## config.mk

```make
export PLATFORM = sky130hd
export DESIGN_NAME = core_mem_arbiter
export DESIGN_NICKNAME = d
export VERILOG_FILES = /design/src/rtl/core_mem_pkg.sv /design/src/rtl/core_mem_arbiter.sv
export SDC_FILE = /design/constraint.sdc
export NUM_CORES = 1
export LEC_CHECK = 0
export BUFFER_PORTS_ARGS = -buffer_cell sky130_fd_sc_hd__buf_4
export CAP_MARGIN = 5
export CORE_AREA = 3 3 103 105
export CTS_BUF_LIST = sky130_fd_sc_hd__clkbuf_8
export CTS_CLUSTER_SIZE = 28
export DETAILED_ROUTE_END_ITERATION = 8
export DIE_AREA = 0 0 106 108
export HOLD_SLACK_MARGIN = 0.06
export MAX_ROUTING_LAYER = met4
export PLACE_DENSITY = 0.83
export SYNTH_ARGS = -nofsm -noshare
export SYNTH_HDL_FRONTEND = slang
export SYNTH_SLANG_ARGS = --single-unit
```

## constraint.sdc

```tcl
create_clock -name i_clk -period 1.67 [get_ports i_clk]
set_input_delay 0.334 -clock i_clk [delete_from_list [all_inputs] [get_ports i_clk]]
set_output_delay 0.334 -clock i_clk [all_outputs]
set_load 0.05 [all_outputs]
```

## src/rtl/core_mem_pkg.sv

```systemverilog
// Shared types and constants for the core's memory-port arbiter.
package core_mem_pkg;

  // Width of the registered memory request bundle; the arbiter's XLEN must match it.
  localparam int unsigned MEM_XLEN = 32;

  // Access size encodings carried on the mask lines.
  localparam logic [1:0] MEM_BYTE = 2'b00;
  localparam logic [1:0] MEM_HALF = 2'b01;
  localparam logic [1:0] MEM_WORD = 2'b10;

  typedef enum logic [1:0] {
    ARB_IDLE  = 2'd0,
    ARB_INSTR = 2'd1,
    ARB_DATA  = 2'd2
  } arb_state_e;

  typedef struct packed {
    logic [MEM_XLEN-1:0] addr;
    logic [MEM_XLEN-1:0] wr_data;
    logic [1:0]          mask;
    logic                wr_en;
  } mem_req_t;

endpackage

```

## src/rtl/core_mem_arbiter.sv

```systemverilog
// Shares one memory port between instruction fetch and load/store traffic.
// Data has fixed priority; a streak limit forces a fetch grant so fetch always
// progresses. One transaction at a time, with an idle cycle between grants.
module core_mem_arbiter
  import core_mem_pkg::*;
#(
  parameter int unsigned XLEN       = MEM_XLEN,
  parameter int unsigned MAX_STREAK = 4
) (
  input  logic            i_clk,
  input  logic            i_rst_n,
  input  logic [XLEN-1:0] i_instr_addr,
  input  logic            i_instr_req,
  output logic [XLEN-1:0] o_instr_data,
  output logic            o_instr_ack,
  input  logic            i_flush,
  input  logic [XLEN-1:0] i_data_addr,
  input  logic [XLEN-1:0] i_data_wr_data,
  input  logic [1:0]      i_data_mask,
  input  logic            i_data_wr_en,
  input  logic            i_data_req,
  output logic [XLEN-1:0] o_data_rd_data,
  output logic            o_data_ack,
  output logic [XLEN-1:0] o_mem_addr,
  output logic [XLEN-1:0] o_mem_wr_data,
  output logic [1:0]      o_mem_mask,
  output logic            o_mem_wr_en,
  output logic            o_mem_req,
  input  logic [XLEN-1:0] i_mem_rd_data,
  input  logic            i_mem_ack
);

  localparam int unsigned STREAK_W = $clog2(MAX_STREAK + 1);
  localparam logic [STREAK_W-1:0] STREAK_MAX = STREAK_W'(MAX_STREAK);

  arb_state_e          r_state, w_state;
  mem_req_t            r_mem, w_mem;
  logic                r_mem_req, w_mem_req;
  logic [STREAK_W-1:0] r_streak, w_streak;
  logic                r_drop, w_drop;

  logic                w_grant_data;
  logic [STREAK_W-1:0] w_streak_inc;

  // Data wins unless fetch is waiting and has already been passed over MAX_STREAK times.
  assign w_grant_data = i_data_req & (~i_instr_req | (r_streak < STREAK_MAX));
  assign w_streak_inc = (r_streak < STREAK_MAX) ? r_streak + STREAK_W'(1) : r_streak;

  // Next-state: arbitrate in idle, hold the bus bundle until the memory acks.
  always_comb begin
    w_state   = r_state;
    w_mem     = r_mem;
    w_mem_req = r_mem_req;
    w_streak  = r_streak;
    w_drop    = r_drop;
    unique case (r_state)
      ARB_IDLE: begin
        if (w_grant_data) begin
          w_state   = ARB_DATA;
          w_mem_req = 1'b1;
          w_mem     = '{addr: i_data_addr, wr_data: i_data_wr_data,
                        mask: i_data_mask, wr_en: i_data_wr_en};
          w_streak  = i_instr_req ? w_streak_inc : '0;
        end else if (i_instr_req) begin
          w_state   = ARB_INSTR;
          w_mem_req = 1'b1;
          w_mem     = '{addr: i_instr_addr, wr_data: '0, mask: MEM_WORD, wr_en: 1'b0};
          w_streak  = '0;
          // A flush on the grant edge already targets this fetch.
          w_drop    = i_flush;
        end else begin
          w_streak  = '0;
        end
      end
      ARB_INSTR: begin
        if (i_flush) w_drop = 1'b1;
        if (i_mem_ack) begin
          w_state   = ARB_IDLE;
          w_mem_req = 1'b0;
          w_drop    = 1'b0;
        end
      end
      ARB_DATA: begin
        if (i_mem_ack) begin
          w_state   = ARB_IDLE;
          w_mem_req = 1'b0;
        end
      end
      default: begin
        w_state   = ARB_IDLE;
        w_mem_req = 1'b0;
        w_drop    = 1'b0;
      end
    endcase
  end

  // State and registered bus outputs; reset abandons any transaction in flight.
  always_ff @(posedge i_clk or negedge i_rst_n) begin
    if (!i_rst_n) begin
      r_state   <= ARB_IDLE;
      r_mem     <= '0;
      r_mem_req <= 1'b0;
      r_streak  <= '0;
      r_drop    <= 1'b0;
    end else begin
      r_state   <= w_state;
      r_mem     <= w_mem;
      r_mem_req <= w_mem_req;
      r_streak  <= w_streak;
      r_drop    <= w_drop;
    end
  end

  // Completion is steered combinationally to the current owner; flushed fetches stay silent.
  always_comb begin
    o_data_ack  = i_mem_ack & (r_state == ARB_DATA);
    o_instr_ack = i_mem_ack & (r_state == ARB_INSTR) & ~r_drop & ~i_flush;
  end

  assign o_instr_data   = i_mem_rd_data;
  assign o_data_rd_data = i_mem_rd_data;
  assign o_mem_addr     = r_mem.addr;
  assign o_mem_wr_data  = r_mem.wr_data;
  assign o_mem_mask     = r_mem.mask;
  assign o_mem_wr_en    = r_mem.wr_en;
  assign o_mem_req      = r_mem_req;

endmodule

```

==> results by group <==
Logic synthesis
  – Yosys reg bits: 74
  – Register area share after synthesis: 51.0%
  – Synth cell types: 27
  – Mapped Area: 3630 µm²
  – Avg Inst Size Synth: 11.1 µm²
  – Ys async rst share: 100%
  – Top cells by count, synth: 74 x dfrtp_1, 69 x buf_4, 36 x o21ai_0, 35 x nand2_1
  – Leading area contributor after synthesis: dfrtp_1
  – YS warnings: 0
  – Top post-synthesis cells by area: dfrtp_1 51%, buf_4 14%, mux2i_1 9.4%
  – Post-synth top area share: 51.0%
  – Top_reg_cell synth: dfrtp_1
  – Top-count cell post-synth: dfrtp_1
  – Syn Nets: 469
  – EDFF count, synth: 0
  – Post-synthesis cell count: 327

Timing
  – RSZ-0062 raised after global routing: yes
  – Max-slew headroom: 74.2%
  – Post-route setup slack: -0.00214 ns
  – Finish-stage setup viols: 1
  – Max-slew violations: 0
  – Fin. Hold Viols: 0
  – Tcrit/Tclk final: 100%
  – Clk_skew: 0.0180 ns
  – Setup TNS: -0.00214 ns
  – Measured slew at the worst slew-check pin: 0.388 ns
  – Period minus WS final: 1.67 ns
  – Fmax: 598 MHz

Floorplan
  – Site row count: 36
  – # IOs: 271
  – Starting Density: 37.3%
  – DIE AREA: 11,400 µm²
  – Core Area: 9730 µm²
  – Die Y: 108 µm
  – Chip width: 106 µm

Power and ir drop
  – Pwr Density: 2210 nW/µm²
  – Max VDD drop: 1170 µV
  – Leak Pwr: 2.52 nW

Global routing
  – Initial antenna violation count: 0
  – GR Overflow Total: 0
  – Largest net degree at the start of global routing: 75
  – Gr usage total: 15.9%
  – First-pass GRT wire length: 13.9 mm
  – Vias in the first global route: 2,832

Finish
  – Antenna cell count: 0
  – Fill count: 896
  – Non-filler cells, final: 576
  – Ratio of cells with drive above 1 in the final layout: 47.6%
  – Area grow syn2layout: 35.0%
  – # nets final: 580

Clock tree
  – Num CTS Buffers: 9
  – Root buffer cell: clkbuf_8
  – Clock sinks: 74
  – Worst-Skew Late Latency: 0.35 ns
  – Clock Tree Buf Depth: 2
  – CTS tree: done
  – Clock transition at path regs: 0.09 ns
  – H-Tree Depth: 3

Place
  – PortBufs: 174
  – Post-DP HPWL: 6.79 mm
  – Final Wtd Congestion: 0.830
  – Cell total after placement: 556
  – Place WS: 0.0558 ns

Routing
  – Via/cell ratio: 4.74
  – Via Count: 2,730
  – Initial DRT Pass Iterations: 4
  – Final ANT Viol Nets: 0
  – Wire per inst: 15.9 µm
  – Routed Wire Length: 9.13 mm
  – Number of remaining DRC errors: 0
  – Initial DRC count: 104

Setup path
  – CP Data Arrival Time: 1.34 ns
  – Crit path kind: reg2out
  – CP Data Required Time: 1.34 ns
  – Crit start category: register
  – Worst setup EP type: primary output
  – Crit Path Max Fanout: 3

Status
  – Status: complete, but fails checks
  – Failing checks: negative setup slack

Hold path
  – Worst min path class: in2reg

Job
  – Max cap viols: 0
final timing paths:
check	startpoint	end	slack, ns	cells after the start
setup / recovery	r_state[0]	o_data_ack	-0.002	4
hold / removal	i_data_wr_data[9]	o_mem_wr_data[9]	0.19	2
setup reg to reg	r_state[1]	r_drop	0.09	8
hold reg to reg	r_streak[0]	r_streak[0]	0.49	1
max in group asynchronous	i_rst_n	o_mem_addr[27]	0.82	3
min in group asynchronous	i_rst_n	o_mem_wr_data[17]	0.52	3
where the power goes:
part / leakage, nW / internal, W / switching (W)
registers: 0.935 / 0.00262 / 0.000515
logic: 1.48 / 0.00201 / 0.00422
clock network: 0.103 / 0.000747 / 0.000708
total: 2.52 / 0.00538 / 0.00544
stage by stage:
| stage | utilization (%) | cell area, µm² | hold WS [ns] | power, W |
|---|---|---|---|---|
| after global placement | 47.5 | 4620 | 0.373 | 0.00920 |
| after global routing | 50.4 | 4900 | 0.171 | 0.0114 |
| final | 50.4 | 4900 | 0.192 | 0.0108 |
| after floorplan | - | 3630 | 0.0384 | 0.00767 |
| after detailed placement | 47.5 | 4620 | 0.381 | 0.00934 |
| after CTS | 50.2 | 4880 | 0.172 | 0.0109 |
repair_timing:
| action | 4_1_cts | 5_1_grt |
|---|---|---|
| setup buffers | 2 | 1 |
| endpoints found under the hold margin | 74 | 0 |
| hold buffers | 1 | 0 |
| setup endpoints to repair | 2 | 39 |
| pin swaps | 1 | 1 |
| resized for setup | 8 | 4 |
registers in the layout, indices dropped and copies added, names as in the netlist:
name and count:
o_mem_mask 2, r_streak 3, o_mem_wr_en 1, r_state 2
o_mem_addr 32, o_mem_req 1, o_mem_wr_data 32, r_drop 1
worst max-delay path: stages, from the launching register on:
cell	delay (ns)
dfrtp_1	0.44
inv_2	0.10
ha_2	0.18
and2_4	0.14
buf_8	0.14
layout by cell type, fill, tap and decap left out, drive strengths merged, types with 3 or more instances in the layout:
master and count:
ha 5, clkbuf 10, o21ai 37, dfrtp 74, mux2i 34, a22o 34
nor2 3, buf 183, inv 8, nand2 35
cell type report:
type / count / area [µm²] / area share, %
inverters: 6 / 22.5 / 0.460
clock inverters: 6 / 72.6 / 1.48
multi-input cells: 163 / 1190 / 24.3
repair buffers: 184 / 1460 / 29.7
flip-flops and latches: 74 / 1850 / 37.8
clock buffers: 10 / 138 / 2.81
well taps: 133 / 166 / 3.40
cells by family (layout without fill, tap and decap cells):
kind of cell             count (synthesis)  after routing  synth area share (%)
AND/OR/NAND/NOR                         46             46                  5.52
multiplexers                            34             34                  9.38
flip-flops                              74             74                  51.0
buffers and inverters                   90            206                  17.3
AO/OA/AOI/OAI                           78             78                  15.0
adder cells (fa/ha/maj)                  5              5                  1.72
metal layers:
metal / up-vias / GRT usage [%] / wire length, µm
met5: - / - / 0
met4: 0 / 7.77 / 282
met3: 37 / 4.60 / 648
met2: 137 / 26.8 / 4650
met1: 1275 / 17.3 / 3550
li1: 1281 / - / -
No activity file was read; power rests on OpenSTA's default activity.
